--- src/rtl/mem_access_ctrl.sv ---
// Load/store sequencer between the CPU datapath and a word-wide data memory.
// Sub-word stores are read-modify-write; loads return aligned, extended data.
module mem_access_ctrl #(
    parameter int ADDR_W = 32,
    parameter int DATA_W = 32
) (
    input  logic              Clk,
    input  logic              Reset_n,
    input  logic              Req,
    input  logic              Req_write,
    input  logic [1:0]        Req_size,
    input  logic              Req_signed,
    input  logic [ADDR_W-1:0] Req_addr,
    input  logic [DATA_W-1:0] Req_wdata,
    output logic              Busy,
    output logic              Done,
    output logic              Err,
    output logic [DATA_W-1:0] Load_data,
    output logic [ADDR_W-1:0] Mem_addr,
    output logic [DATA_W-1:0] Mem_write_data,
    output logic              Mem_write,
    input  logic [DATA_W-1:0] Mem_read_data
);

    typedef enum logic [1:0] {IDLE, RD, WR, DONE} state_t;

    state_t            state;
    logic [ADDR_W-1:0] addr_q;
    logic [DATA_W-1:0] wdata_q;
    logic [DATA_W-1:0] old_q;
    logic [1:0]        size_q;
    logic              write_q;
    logic              signed_q;

    logic              reject;
    logic [7:0]        rd_byte;
    logic [15:0]       rd_half;
    logic [DATA_W-1:0] load_ext;
    logic [DATA_W-1:0] merged;

    always_comb begin
        reject = (Req_size == 2'b11)
              || (Req_size == 2'b01 && Req_addr[0])
              || (Req_size == 2'b10 && Req_addr[1:0] != 2'b00);
    end

    always_comb begin
        rd_byte = Mem_read_data[{addr_q[1:0], 3'b000} +: 8];
        rd_half = addr_q[1] ? Mem_read_data[31:16] : Mem_read_data[15:0];
        case (size_q)
            2'b00:   load_ext = {{24{signed_q & rd_byte[7]}}, rd_byte};
            2'b01:   load_ext = {{16{signed_q & rd_half[15]}}, rd_half};
            default: load_ext = Mem_read_data;
        endcase
    end

    // Only the addressed lane(s) of the previously read word are replaced.
    always_comb begin
        merged = old_q;
        case (size_q)
            2'b00: merged[{addr_q[1:0], 3'b000} +: 8] = wdata_q[7:0];
            2'b01: begin
                if (addr_q[1])
                    merged[31:16] = wdata_q[15:0];
                else
                    merged[15:0] = wdata_q[15:0];
            end
            default: merged = wdata_q;
        endcase
    end

    always_ff @(posedge Clk or negedge Reset_n) begin
        if (!Reset_n) begin
            state     <= IDLE;
            addr_q    <= '0;
            wdata_q   <= '0;
            old_q     <= '0;
            size_q    <= '0;
            write_q   <= 1'b0;
            signed_q  <= 1'b0;
            Busy      <= 1'b0;
            Done      <= 1'b0;
            Err       <= 1'b0;
            Load_data <= '0;
        end else begin
            Err <= 1'b0;
            case (state)
                IDLE: begin
                    Done <= 1'b0;
                    if (Req) begin
                        addr_q   <= Req_addr;
                        wdata_q  <= Req_wdata;
                        size_q   <= Req_size;
                        write_q  <= Req_write;
                        signed_q <= Req_signed;
                        Busy     <= 1'b1;
                        if (reject) begin
                            state <= DONE;
                            Done  <= 1'b1;
                            Err   <= 1'b1;
                        end else if (Req_write && Req_size == 2'b10) begin
                            state <= WR;
                        end else begin
                            state <= RD;
                        end
                    end
                end
                RD: begin
                    old_q <= Mem_read_data;
                    if (write_q) begin
                        state <= WR;
                    end else begin
                        Load_data <= load_ext;
                        state     <= DONE;
                        Done      <= 1'b1;
                    end
                end
                WR: begin
                    state <= DONE;
                    Done  <= 1'b1;
                end
                DONE: begin
                    state <= IDLE;
                    Done  <= 1'b0;
                    Busy  <= 1'b0;
                end
                default: state <= IDLE;
            endcase
        end
    end

    // Write enable is decoded from state so an asynchronous reset kills it at once.
    assign Mem_write      = (state == WR);
    assign Mem_addr       = {addr_q[ADDR_W-1:2], 2'b00};
    assign Mem_write_data = merged;

endmodule

--- config.mk ---
export PLATFORM = sky130hd
export DESIGN_NAME = mem_access_ctrl
export DESIGN_NICKNAME = d
export VERILOG_FILES = /design/src/rtl/mem_access_ctrl.sv
export SDC_FILE = /design/constraint.sdc
export NUM_CORES = 1
export LEC_CHECK = 0
export ABC_AREA = 0
export CORE_MARGIN = 4
export CORE_UTILIZATION = 50
export CTS_BUF_LIST = sky130_fd_sc_hd__clkbuf_8
export CTS_CLUSTER_SIZE = 10
export DETAILED_ROUTE_END_ITERATION = 7
export GPL_ROUTABILITY_DRIVEN = 0
export PLACE_DENSITY_LB_ADDON = 0.15
export SYNTH_ARGS = -nofsm -noshare
export SYNTH_HDL_FRONTEND = slang
export SYNTH_SLANG_ARGS = --single-unit
--- constraint.sdc ---
create_clock -name Clk -period 3.4 [get_ports Clk]
set_clock_uncertainty 0.2 [all_clocks]
set_input_delay 0.68 -clock Clk [delete_from_list [all_inputs] [get_ports Clk]]
set_output_delay 0.68 -clock Clk [all_outputs]
set_load 0.03 [all_outputs]
==> results.json, run 1 <==
{
  "run_status": "finished, final reports clean",
  "floorplan_core_area_mm2": 0.0139,
  "post_synth_num_cell_types": 43,
  "avgViaCountPerCell": 5.86,
  "port_buffers": 200,
  "grt.overflow.total": 0,
  "timing.critical_path.slowest_stage_cell": "sky130_fd_sc_hd__dfrtp_2",
  "detailedRoute.firstPassIterationCount": 5,
  "cts_root_buf": "sky130_fd_sc_hd__clkbuf_8",
  "synth.cell_area_mm2": 0.00715,
  "floorplan.io_pins": 203,
  "die-area_mm2": 0.0163,
  "worstPathBufferInverterCount": 3,
  "postRouteWirelength_um": 20400,
  "netlist.top_cell.by_area": "sky130_fd_sc_hd__dfrtp_1",
  "drt_drc_violations_left": 0,
  "layout.area.seq_mm2": 0.00343,
  "critical_path.max_fanout": 8,
  "design_power_total_mw": 11.7,
  "hp-class": "reg -> reg",
  "numCtsBuffers": 17,
  "path_delay_family": "buffers and inverters",
  "wire_length_of_the_first_global_routing_pass_um": 31900,
  "cts_tree": "done",
  "fin_ws_ns": 0.122,
  "cp_cell_sequence": "clkinv_1 -> ha_1 -> nor4bb_1 -> buf_4 -> a21oi_1 -> o221ai_1 -> buf_12",
  "crit_path_max_incr_delay_ns": 0.39,
  "detailedPlace.worstSlack_ns": 0.475,
  "cts_sink_count": 137,
  "grt_setup_unrepaired": "true",
  "ys.warnings.count": 0,
  "synthCells": 634,
  "endpoint_kind": "output port",
  "reg2reg_setup_slack_ns": 0.94,
  "synth.yosys.seq_area_share_pct": 47.9,
  "cp-startpoint": "addr_q[1]",
  "final_cell_area_mm2": 0.00963,
  "power_per_cell_area_mw_per_mm2": 1220,
  "irDropWorstVdd_mv": 0.681,
  "hpwl_um": 14900,
  "grt_use_total_pct": 25.2,
  "dpl_cell_area_mm2": 0.00916,
  "syn_avg_cell_area_um2": 11.3,
  "layoutNonFillerInstCount": 989,
  "route.detailed.wl_per_inst_um": 20.7,
  "ctsLongestPathBuffers": 2,
  "drtAntennaViolNets": 0,
  "worst_ep_required_time_ns": 2.52,
  "grt_start_max_net_pins": 59,
  "layout.nets": 909,
  "post-route-min-period_ns": 3.28,
  "final_min_period_over_clock_period_pct": 96.4,
  "postCtsSetupBuffers": 0,
  "std_cell_rows": 43,
  "cts-htree-levels": 4,
  "synth_top_area_share_pct": 47.9,
  "cp_num_cells": 7,
  "synth.top_cells.by_area": "sky130_fd_sc_hd__dfrtp_1 (48%), sky130_fd_sc_hd__mux2_2 (17%), sky130_fd_sc_hd__buf_4 (3.6%)",
  "critical_path.startpoint_type": "register",
  "syn2layout_area_growth_pct": 34.7,
  "reg2reg_depth": 4,
  "nFillCells": 1048,
  "vias": 5800,
  "dp_cells": 957,
  "arrival_ns": 2.40,
  "critical_path.endpoint": "Mem_write_data[30]",
  "worst_slew_pin_slew_ns": 1.06,
  "rr_startpoint": "size_q[1]",
  "hold_viol": 0,
  "max_cap_viol_count": 0,
  "clk_transition_reported_paths_ns": 0.08,
  "skew_pair_late_insertion_delay_ns": 0.45,
  "vias_in_the_first_global_route": 6062,
  "drt_first_iter_violations": 590,
  "antenna_found_initial": 0,
  "diodes": 0,
  "timing.slew.headroom_pct": 29.1,
  "multi_input_comb_area_mm2": 0.00332,
  "fmaxAchievable_ghz": 0.305,
  "layout_cell_share_with_drive_strength_beyond_1_pct": 26.0,
  "initial_cell_density_of_the_core_pct": 51.3,
  "synth.ff_latch_count": 137,
  "finalSetupTns_ns": 0,
  "setup_viol_count_final": 0,
  "static_leak_nw": 4.05,
  "die_height_um": 128,
  "dieWidth_um": 128,
  "drv_slew": 0,
  "criticalPathCategory": "reg -> out",
  "worstReg2RegEnd": "Load_data[4]"
}
==> area by class of cell <==
| class | instances | area share (%) |
|---|---|---|
| clock inverter | 13 | 1.60 |
| clock buffer | 18 | 2.57 |
| tap | 180 | 2.34 |
| multi-input combinational | 414 | 34.4 |
| timing repair buffer | 219 | 23.1 |
| sequential | 137 | 35.6 |
| inverter | 8 | 0.312 |
==> synth_stat cells (all sizes together) <==
| master | instances |
|---|---|
| nand3 | 2 |
| o22ai | 17 |
| inv | 7 |
| mux2 | 109 |
| nor3 | 2 |
| a221oi | 7 |
| o22a | 1 |
| dfrtp | 137 |
| and3b | 15 |
| a211o | 1 |
| conb | 1 |
| o21ai | 9 |
| a211oi | 1 |
| buf | 53 |
| o221ai | 24 |
| nand2b | 2 |
| a32oi | 6 |
| mux2i | 17 |
| a311o | 1 |
| nand4b | 1 |
| or3 | 1 |
| nor2b | 30 |
| a41oi | 1 |
| mux4 | 1 |
| ha | 9 |
| nor4bb | 2 |
| a22o | 8 |
| a22oi | 11 |
| a21o | 2 |
| a21oi | 43 |
| nand2 | 37 |
| a31oi | 16 |
| nor2 | 32 |
| and4b | 1 |
| nor3b | 1 |
| or2 | 1 |
| clkinv | 1 |
| a21bo | 1 |
| clkbuf | 23 |
==> how the worst min path moves through the flow <==
stage	slack (ns)	to	cells after the start	startpoint
floorplan	0.18	Busy	0	Reset_n
global placement	0.29	addr_q[6]	1	addr_q[6]
detailed placement	0.29	wdata_q[17]	1	wdata_q[17]
CTS	0.31	wdata_q[17]	1	wdata_q[17]
global route	0.33	addr_q[9]	1	addr_q[9]
finish	0.31	addr_q[9]	1	addr_q[9]
==> worst reg2reg max path, cell delays in order, from the launching register on <==
cell and delay (ns):
sky130_fd_sc_hd__dfrtp_4 0.62, sky130_fd_sc_hd__buf_4 0.32, sky130_fd_sc_hd__nor3b_1 0.85, sky130_fd_sc_hd__a221oi_1 0.18, sky130_fd_sc_hd__a21oi_1 0.22
==> routing by layer <==
layer / track usage [%] / vias up / wire [µm]
met5: 0 / - / 0
met1: 32.0 / 2828 / 8200
met3: 9.32 / 57 / 1860
met4: 10.5 / 0 / 749
li1: - / 2621 / -
met2: 39.0 / 294 / 9610
==> layout by cell type (no fill, tap or decap), types with 2 or more instances in the layout <==
master	n
sky130_fd_sc_hd__nand2_2	3
sky130_fd_sc_hd__o22ai_1	17
sky130_fd_sc_hd__mux2_2	109
sky130_fd_sc_hd__nand2_1	34
sky130_fd_sc_hd__conb_1	2
sky130_fd_sc_hd__o221ai_1	17
sky130_fd_sc_hd__a221oi_1	7
sky130_fd_sc_hd__nor2_1	32
sky130_fd_sc_hd__buf_12	12
sky130_fd_sc_hd__clkdlybuf4s50_1	167
sky130_fd_sc_hd__buf_4	36
sky130_fd_sc_hd__a21oi_1	43
sky130_fd_sc_hd__o21ai_0	9
sky130_fd_sc_hd__ha_1	8
sky130_fd_sc_hd__nand3_1	2
sky130_fd_sc_hd__a22oi_1	11
sky130_fd_sc_hd__a22o_1	8
sky130_fd_sc_hd__clkinv_2	4
sky130_fd_sc_hd__nor2b_1	29
sky130_fd_sc_hd__nor4bb_1	2
sky130_fd_sc_hd__clkbuf_8	18
sky130_fd_sc_hd__nand2b_1	2
sky130_fd_sc_hd__and3b_1	15
sky130_fd_sc_hd__clkinvlp_4	3
sky130_fd_sc_hd__mux2i_1	16
sky130_fd_sc_hd__o221ai_2	7
sky130_fd_sc_hd__bufinv_16	3
sky130_fd_sc_hd__nor3_1	2
sky130_fd_sc_hd__a21o_1	2
sky130_fd_sc_hd__a31oi_1	16
sky130_fd_sc_hd__dfrtp_1	135
sky130_fd_sc_hd__inv_1	8
sky130_fd_sc_hd__a32oi_1	6
==> where the power goes <==
group	internal, mW	leakage [nW]	switching (mW)
Clock	0.735	0.202	0.637
Combinational	3.24	2.24	3.89
Sequential	2.49	1.60	0.728
Total	6.46	4.05	5.26
==> state kept, by name, indices dropped and copies added (netlist names) <==
register / cells
wdata_q: 32
Load_data: 32
state: 2
size_q: 2
old_q: 32
write_q: 1
signed_q: 1
Done: 1
addr_q: 32
Err: 1
Busy: 1
==> per-stage QoR <==
| stage | utilization (%) | hold WS (ns) |
|---|---|---|
| 3_3_place_gp | 65.7 | 0.286 |
| 3_5_place_dp | 65.7 | 0.294 |
| 2_1_floorplan | - | 0.184 |
| 6_report | 69.1 | 0.310 |
| 4_1_cts | 68.7 | 0.312 |
| 5_1_grt | 69.1 | 0.326 |
==> cell families (layout without fill, tap and decap cells) <==
group           Yosys count  count (layout)  synth area share (%)
mux                     127             127                  20.0
fa+ha+maj                 9               9                  1.57
simple gates            127             127                  9.36
buf+inv                  84             258                  6.54
flops                   137             137                  47.9
compound gates          149             149                  14.5
other cells               1               2                0.0524
==> what timing repair did <==
action                                  4_1_cts  5_1_grt
resized for setup                             2       13
endpoints found under the setup margin        7       24
hold buffers                                  1        0
hold endpoints to repair                      3        0
Note: power is estimated with default switching activity, not from simulation.
==> run 2, diff against run 1 <==
- CORE_MARGIN: 4 -> 1.5
- SLEW_MARGIN: not set -> 0
==> results.json, run 2 (synthesis results as in run 1) <==
{
  "layout_cell_share_with_drive_strength_beyond_1_pct": 25.9,
  "postRouteWirelength_um": 20400,
  "multi_input_comb_area_mm2": 0.00330,
  "hold_viol": 0,
  "wire_length_of_the_first_global_routing_pass_um": 31600,
  "cts-htree-levels": 4,
  "endpoint_kind": "output port",
  "layout.cells.most_common": "sky130_fd_sc_hd__clkdlybuf4s50_1",
  "grt_use_total_pct": 28.1,
  "dieWidth_um": 123,
  "avgViaCountPerCell": 5.89,
  "skew_pair_late_insertion_delay_ns": 0.46,
  "initial_cell_density_of_the_core_pct": 51.3,
  "critical_path.max_fanout": 16,
  "antenna_found_initial": 0,
  "ctsLongestPathBuffers": 2,
  "criticalPathCategory": "reg -> out",
  "setup_viol_count_final": 0,
  "route.detailed.wl_per_inst_um": 20.6,
  "clk_transition_reported_paths_ns": 0.08,
  "diodes": 0,
  "grt.overflow.total": 0,
  "max_cap_viol_count": 0,
  "drv_slew": 0,
  "grt_start_max_net_pins": 59,
  "reg2reg_depth": 6,
  "layout.area.seq_mm2": 0.00343,
  "finalHoldWorstSlack_ns": 0.307,
  "port_buffers": 200,
  "run_status": "finished, final reports clean",
  "vias_in_the_first_global_route": 5959,
  "postCtsSetupBuffers": 0,
  "worst_ep_required_time_ns": 2.52,
  "irDropWorstVdd_mv": 0.647,
  "layout.nets": 910,
  "nFillCells": 1054,
  "finalSetupTns_ns": 0,
  "die_height_um": 123,
  "fmaxAchievable_ghz": 0.301,
  "commonest_cells_after_routing_fill_and_taps_aside": "sky130_fd_sc_hd__clkdlybuf4s50_1 (167), sky130_fd_sc_hd__dfrtp_1 (135), sky130_fd_sc_hd__mux2_2 (109), sky130_fd_sc_hd__a21oi_1 (43), sky130_fd_sc_hd__buf_4 (39)",
  "std_cell_rows": 43,
  "post-route-min-period_ns": 3.33,
  "drt_drc_violations_left": 0,
  "drtAntennaViolNets": 0,
  "cts_sink_count": 137,
  "numCtsBuffers": 17,
  "floorplan_core_area_mm2": 0.0139,
  "cts_root_buf": "sky130_fd_sc_hd__clkbuf_8",
  "detailedRoute.firstPassIterationCount": 7,
  "final_min_period_over_clock_period_pct": 97.8,
  "critical_path.startpoint_type": "register",
  "floorplan.io_pins": 203,
  "static_leak_nw": 4.04,
  "timing.slew.headroom_pct": 27.9,
  "hpwl_um": 14600,
  "arrival_ns": 2.45,
  "cts_tree": "done",
  "vias": 5832,
  "drt_first_iter_violations": 535,
  "die-area_mm2": 0.0150,
  "power_per_cell_area_mw_per_mm2": 1230,
  "hp-class": "reg -> reg",
  "worst_slew_pin_slew_ns": 1.08,
  "syn2layout_area_growth_pct": 34.8,
  "worst_hold_path.num_cells": 1
}
run 2: cell count changes in the layout (fill, tap and decap cells not counted), moves of 2 or more:
cell                         change
sky130_fd_sc_hd__clkinvlp_4      +2
sky130_fd_sc_hd__o221ai_2        -2
sky130_fd_sc_hd__o221ai_1        +2
sky130_fd_sc_hd__clkinv_2        -3
sky130_fd_sc_hd__buf_4           +3
sky130_fd_sc_hd__nand2_1         +2
sky130_fd_sc_hd__nand2_2         -2
run 2: worst max-delay path, stage by stage (launching register included):
cell	delay (ns)
sky130_fd_sc_hd__dfrtp_2	0.53
sky130_fd_sc_hd__inv_1	0.24
sky130_fd_sc_hd__nand2_1	0.49
sky130_fd_sc_hd__o221ai_1	0.56
sky130_fd_sc_hd__buf_12	0.18
run 2: stage by stage:
stage                     setup slack [ns]  std cells  utilization [%]  instance area [µm²]  power (mW)
after floorplan                      0.155        635                -                 7150        7.70
after global placement               0.368        958             65.7                 9160        10.0
after detailed placement             0.227        958             65.7                 9160        10.2
after CTS                           0.0128        990             68.9                 9600        11.8
after global routing               -0.0242        990             69.1                 9640        12.4
final                               0.0736        990             69.1                 9640        11.8
run 2: worst paths after layout:
| kind | start | to | slack (ns) |
|---|---|---|---|
| max in group asynchronous | Reset_n | addr_q[16] | 1.66 |
| worst max register to register | state[1] | Load_data[12] | 0.55 |
| worst min-delay path | addr_q[20] | addr_q[20] | 0.31 |
| worst max-delay path | size_q[1] | Mem_write_data[16] | 0.07 |
| worst min register to register | addr_q[20] | addr_q[20] | 0.31 |
| min in group asynchronous | Reset_n | Load_data[9] | 0.56 |
run 2: where the power goes:
| group | total (mW) | internal, mW | leakage (nW) | switching [mW] |
|---|---|---|---|---|
| Combinational | 7.15 | 3.21 | 2.23 | 3.94 |
| Clock | 1.47 | 0.830 | 0.207 | 0.638 |
| Sequential | 3.20 | 2.48 | 1.60 | 0.712 |
| Total | 11.8 | 6.53 | 4.04 | 5.29 |
run 2: final cells by class:
type | count | area share [%]
repair buffers | 220 | 22.9
multi-input cells | 414 | 34.3
inverters | 8 | 0.312
flip-flops and latches | 137 | 35.6
well taps | 180 | 2.34
clock buffers | 19 | 2.71
clock inverters | 12 | 1.82
run 2: timing repair:
| item | 4_1_cts | 5_1_grt |
|---|---|---|
| resized for setup | 2 | 10 |
| hold buffers | 1 | 0 |
| endpoints found under the setup margin | 1 | 13 |
| endpoints found under the hold margin | 28 | 0 |
run 2: metal layers:
layer  wire, µm  vias up  global-route usage, %
li1           -     2621                      -
met1       8030     2883                   34.3
met2      10100      282                   46.5
met3       1770       46                   9.34
met4        505        0                   9.88
met5          0        -                      0
==> run 3, diff against run 2 <==
- CORE_UTILIZATION: 50 -> 48
- CTS_BUF_LIST: sky130_fd_sc_hd__clkbuf_8 -> not set
- clock period: 3.4 -> 3.3 ns (I/O delays scaled with it)
==> results.json, run 3 (synthesis results as in run 1) <==
{
  "hp-class": "reg -> reg",
  "detailedRoute.firstPassIterationCount": 5,
  "layoutNonFillerInstCount": 995,
  "cts_root_buf": "sky130_fd_sc_hd__clkbuf_16",
  "floorplan.io_pins": 203,
  "cts_tree": "done",
  "skew_pair_late_insertion_delay_ns": 0.43,
  "antenna_found_initial": 0,
  "rr_startpoint": "state[1]",
  "post-route-min-period_ns": 3.16,
  "final_min_period_over_clock_period_pct": 95.8,
  "avgViaCountPerCell": 5.91,
  "hold_viol": 0,
  "grt_start_max_net_pins": 96,
  "cts-htree-levels": 4,
  "endpoint_kind": "output port",
  "cts_sink_count": 137,
  "commonest_cells_after_routing_fill_and_taps_aside": "sky130_fd_sc_hd__clkdlybuf4s50_1 (167), sky130_fd_sc_hd__dfrtp_1 (135), sky130_fd_sc_hd__mux2_2 (109), sky130_fd_sc_hd__a21oi_1 (43), sky130_fd_sc_hd__buf_4 (38)",
  "cp_cell_sequence": "buf_4 -> ha_2 -> nor4bb_1 -> buf_4 -> a21oi_1 -> o221ai_1 -> buf_4",
  "die-area_mm2": 0.0156,
  "critical_path.startpoint_type": "register",
  "power_report.internal_total_mw": 7.13,
  "diodes": 0,
  "setup_viol_count_final": 0,
  "max_cap_viol_count": 0,
  "switching_share_pct": 44.1,
  "layout.nets": 910,
  "criticalPathCategory": "reg -> out",
  "worstPathBufferInverterCount": 3,
  "worst_slew_pin_slew_ns": 1.10,
  "vias": 5879,
  "run_status": "finished, final reports clean",
  "worst_ep_required_time_ns": 2.44,
  "vias_in_the_first_global_route": 6257,
  "critical_path.max_fanout": 15,
  "wire_length_of_the_first_global_routing_pass_um": 33100,
  "finalSetupTns_ns": 0,
  "power_per_cell_area_mw_per_mm2": 1290,
  "floorplan_core_area_mm2": 0.0145,
  "hpwl_um": 14800,
  "drt_first_iter_violations": 610,
  "drv_slew": 0,
  "timing.critical_path.slowest_stage_cell": "sky130_fd_sc_hd__dfrtp_2",
  "drt_drc_violations_left": 0,
  "power_switching_mw": 5.63,
  "dieWidth_um": 125,
  "irDropWorstVdd_mv": 0.604,
  "std_cell_rows": 44,
  "clk_transition_reported_paths_ns": 0.06,
  "min-delay-start": "addr_q[6]",
  "power.share.combinational_pct": 58.6,
  "port_buffers": 200,
  "ctsLongestPathBuffers": 2,
  "cp-startpoint": "addr_q[1]",
  "crit_path_max_incr_delay_ns": 0.36,
  "postRouteWirelength_um": 21000,
  "layout.cells.most_common": "sky130_fd_sc_hd__clkdlybuf4s50_1",
  "share_seq_of_total_power_pct": 25.9,
  "route.detailed.wl_per_inst_um": 21.1,
  "dp_cells": 962,
  "path_delay_family": "buffers and inverters",
  "grt_use_total_pct": 27.1,
  "fmaxAchievable_ghz": 0.316,
  "die_height_um": 125,
  "static_leak_nw": 4.13,
  "layout_cell_share_with_drive_strength_beyond_1_pct": 26.6,
  "drtAntennaViolNets": 0,
  "clockPowerShare_pct": 15.5,
  "syn2layout_area_growth_pct": 38.0,
  "grt.overflow.total": 0,
  "postCtsSetupBuffers": 0,
  "arrival_ns": 2.30,
  "grt_setup_unrepaired": "false",
  "timing.slew.headroom_pct": 26.8,
  "crit_path_frequent_cell": "sky130_fd_sc_hd__buf_4",
  "initial_cell_density_of_the_core_pct": 49.2,
  "numCtsBuffers": 17
}
==> run 3: cell count changes in the layout (fill, tap and decap cells not counted), moves of 3 or more <==
cell                        previous run  this run
sky130_fd_sc_hd__o221ai_2              5         9
sky130_fd_sc_hd__clkinv_4              1         4
sky130_fd_sc_hd__clkbuf_8             19         1
sky130_fd_sc_hd__o221ai_1             19        15
sky130_fd_sc_hd__clkbuf_16             0        17
==> run 3: path summary, 6_finish.rpt <==
| check | slack [ns] | endpoint | depth (start not counted) |
|---|---|---|---|
| worst max-delay path | 0.14 | Mem_write_data[29] | 7 |
| worst min-delay path | 0.30 | addr_q[6] | 1 |
| worst max register to register | 0.57 | Load_data[26] | 6 |
| worst min register to register | 0.30 | addr_q[6] | 1 |
| max in group asynchronous | 1.53 | addr_q[1] | 3 |
| min in group asynchronous | 0.51 | Load_data[8] | 2 |
==> run 3: power by group through the flow <==
stage / registers, mW / clock network [mW] / logic (mW)
after floorplan: 3.45 / 0 / 4.48
after global placement: 3.25 / 0 / 7.11
after detailed placement: 3.29 / 0 / 7.31
after CTS: 3.27 / 2.01 / 7.36
after global routing: 3.39 / 2.08 / 7.94
final: 3.30 / 1.98 / 7.48
==> run 3: what timing repair did <==
item,in CTS,in global routing
endpoints found under the setup margin,2,24
hold endpoints to repair,42,0
gates cloned,0,0
gates resized for setup,3,15
pin swaps,0,0
hold buffers,1,0
==> run 3: cell type report <==
class	count	area (µm²)
clock inverter	13	170
inverter	8	30.0
sequential	137	3430
timing repair buffer	220	2220
fill	1089	4670
multi-input combinational	414	3340
clock buffer	19	443
tap	184	230
==> run 3: worst reg2reg max path, delay by kind of cell (launching register included) <==
| family | cells | cell delay, ns |
|---|---|---|
| AOI/OAI and AO/OA | 1 | 0.39 |
| adders and majority gates | 1 | 0.17 |
| buffers and inverters | 2 | 0.50 |
| DFF | 1 | 0.41 |
| and+or+nand+nor | 2 | 0.96 |
==> run 3: routing by layer <==
| metal | track usage, % | part of all wire, % | vias to the layer above |
|---|---|---|---|
| met3 | 7.70 | 8.8 | 58 |
| li1 | - | - | 2625 |
| met4 | 12.8 | 3.4 | 0 |
| met1 | 33.3 | 39 | 2887 |
| met2 | 44.0 | 49 | 309 |
| met5 | 0 | 0 | - |
==> run 3: per-stage QoR <==
step	instance area [µm²]	setup slack [ns]	power, mW	util, %	hold WS (ns)
CTS	9800	0.00687	12.6	67.4	0.307
finish	9870	0.138	12.8	67.9	0.302
floorplan	7150	0.0751	7.93	-	0.164
global route	9870	0.00239	13.4	67.9	0.319
detailed placement	9170	0.199	10.6	63.1	0.292
global placement	9170	0.354	10.4	63.1	0.287
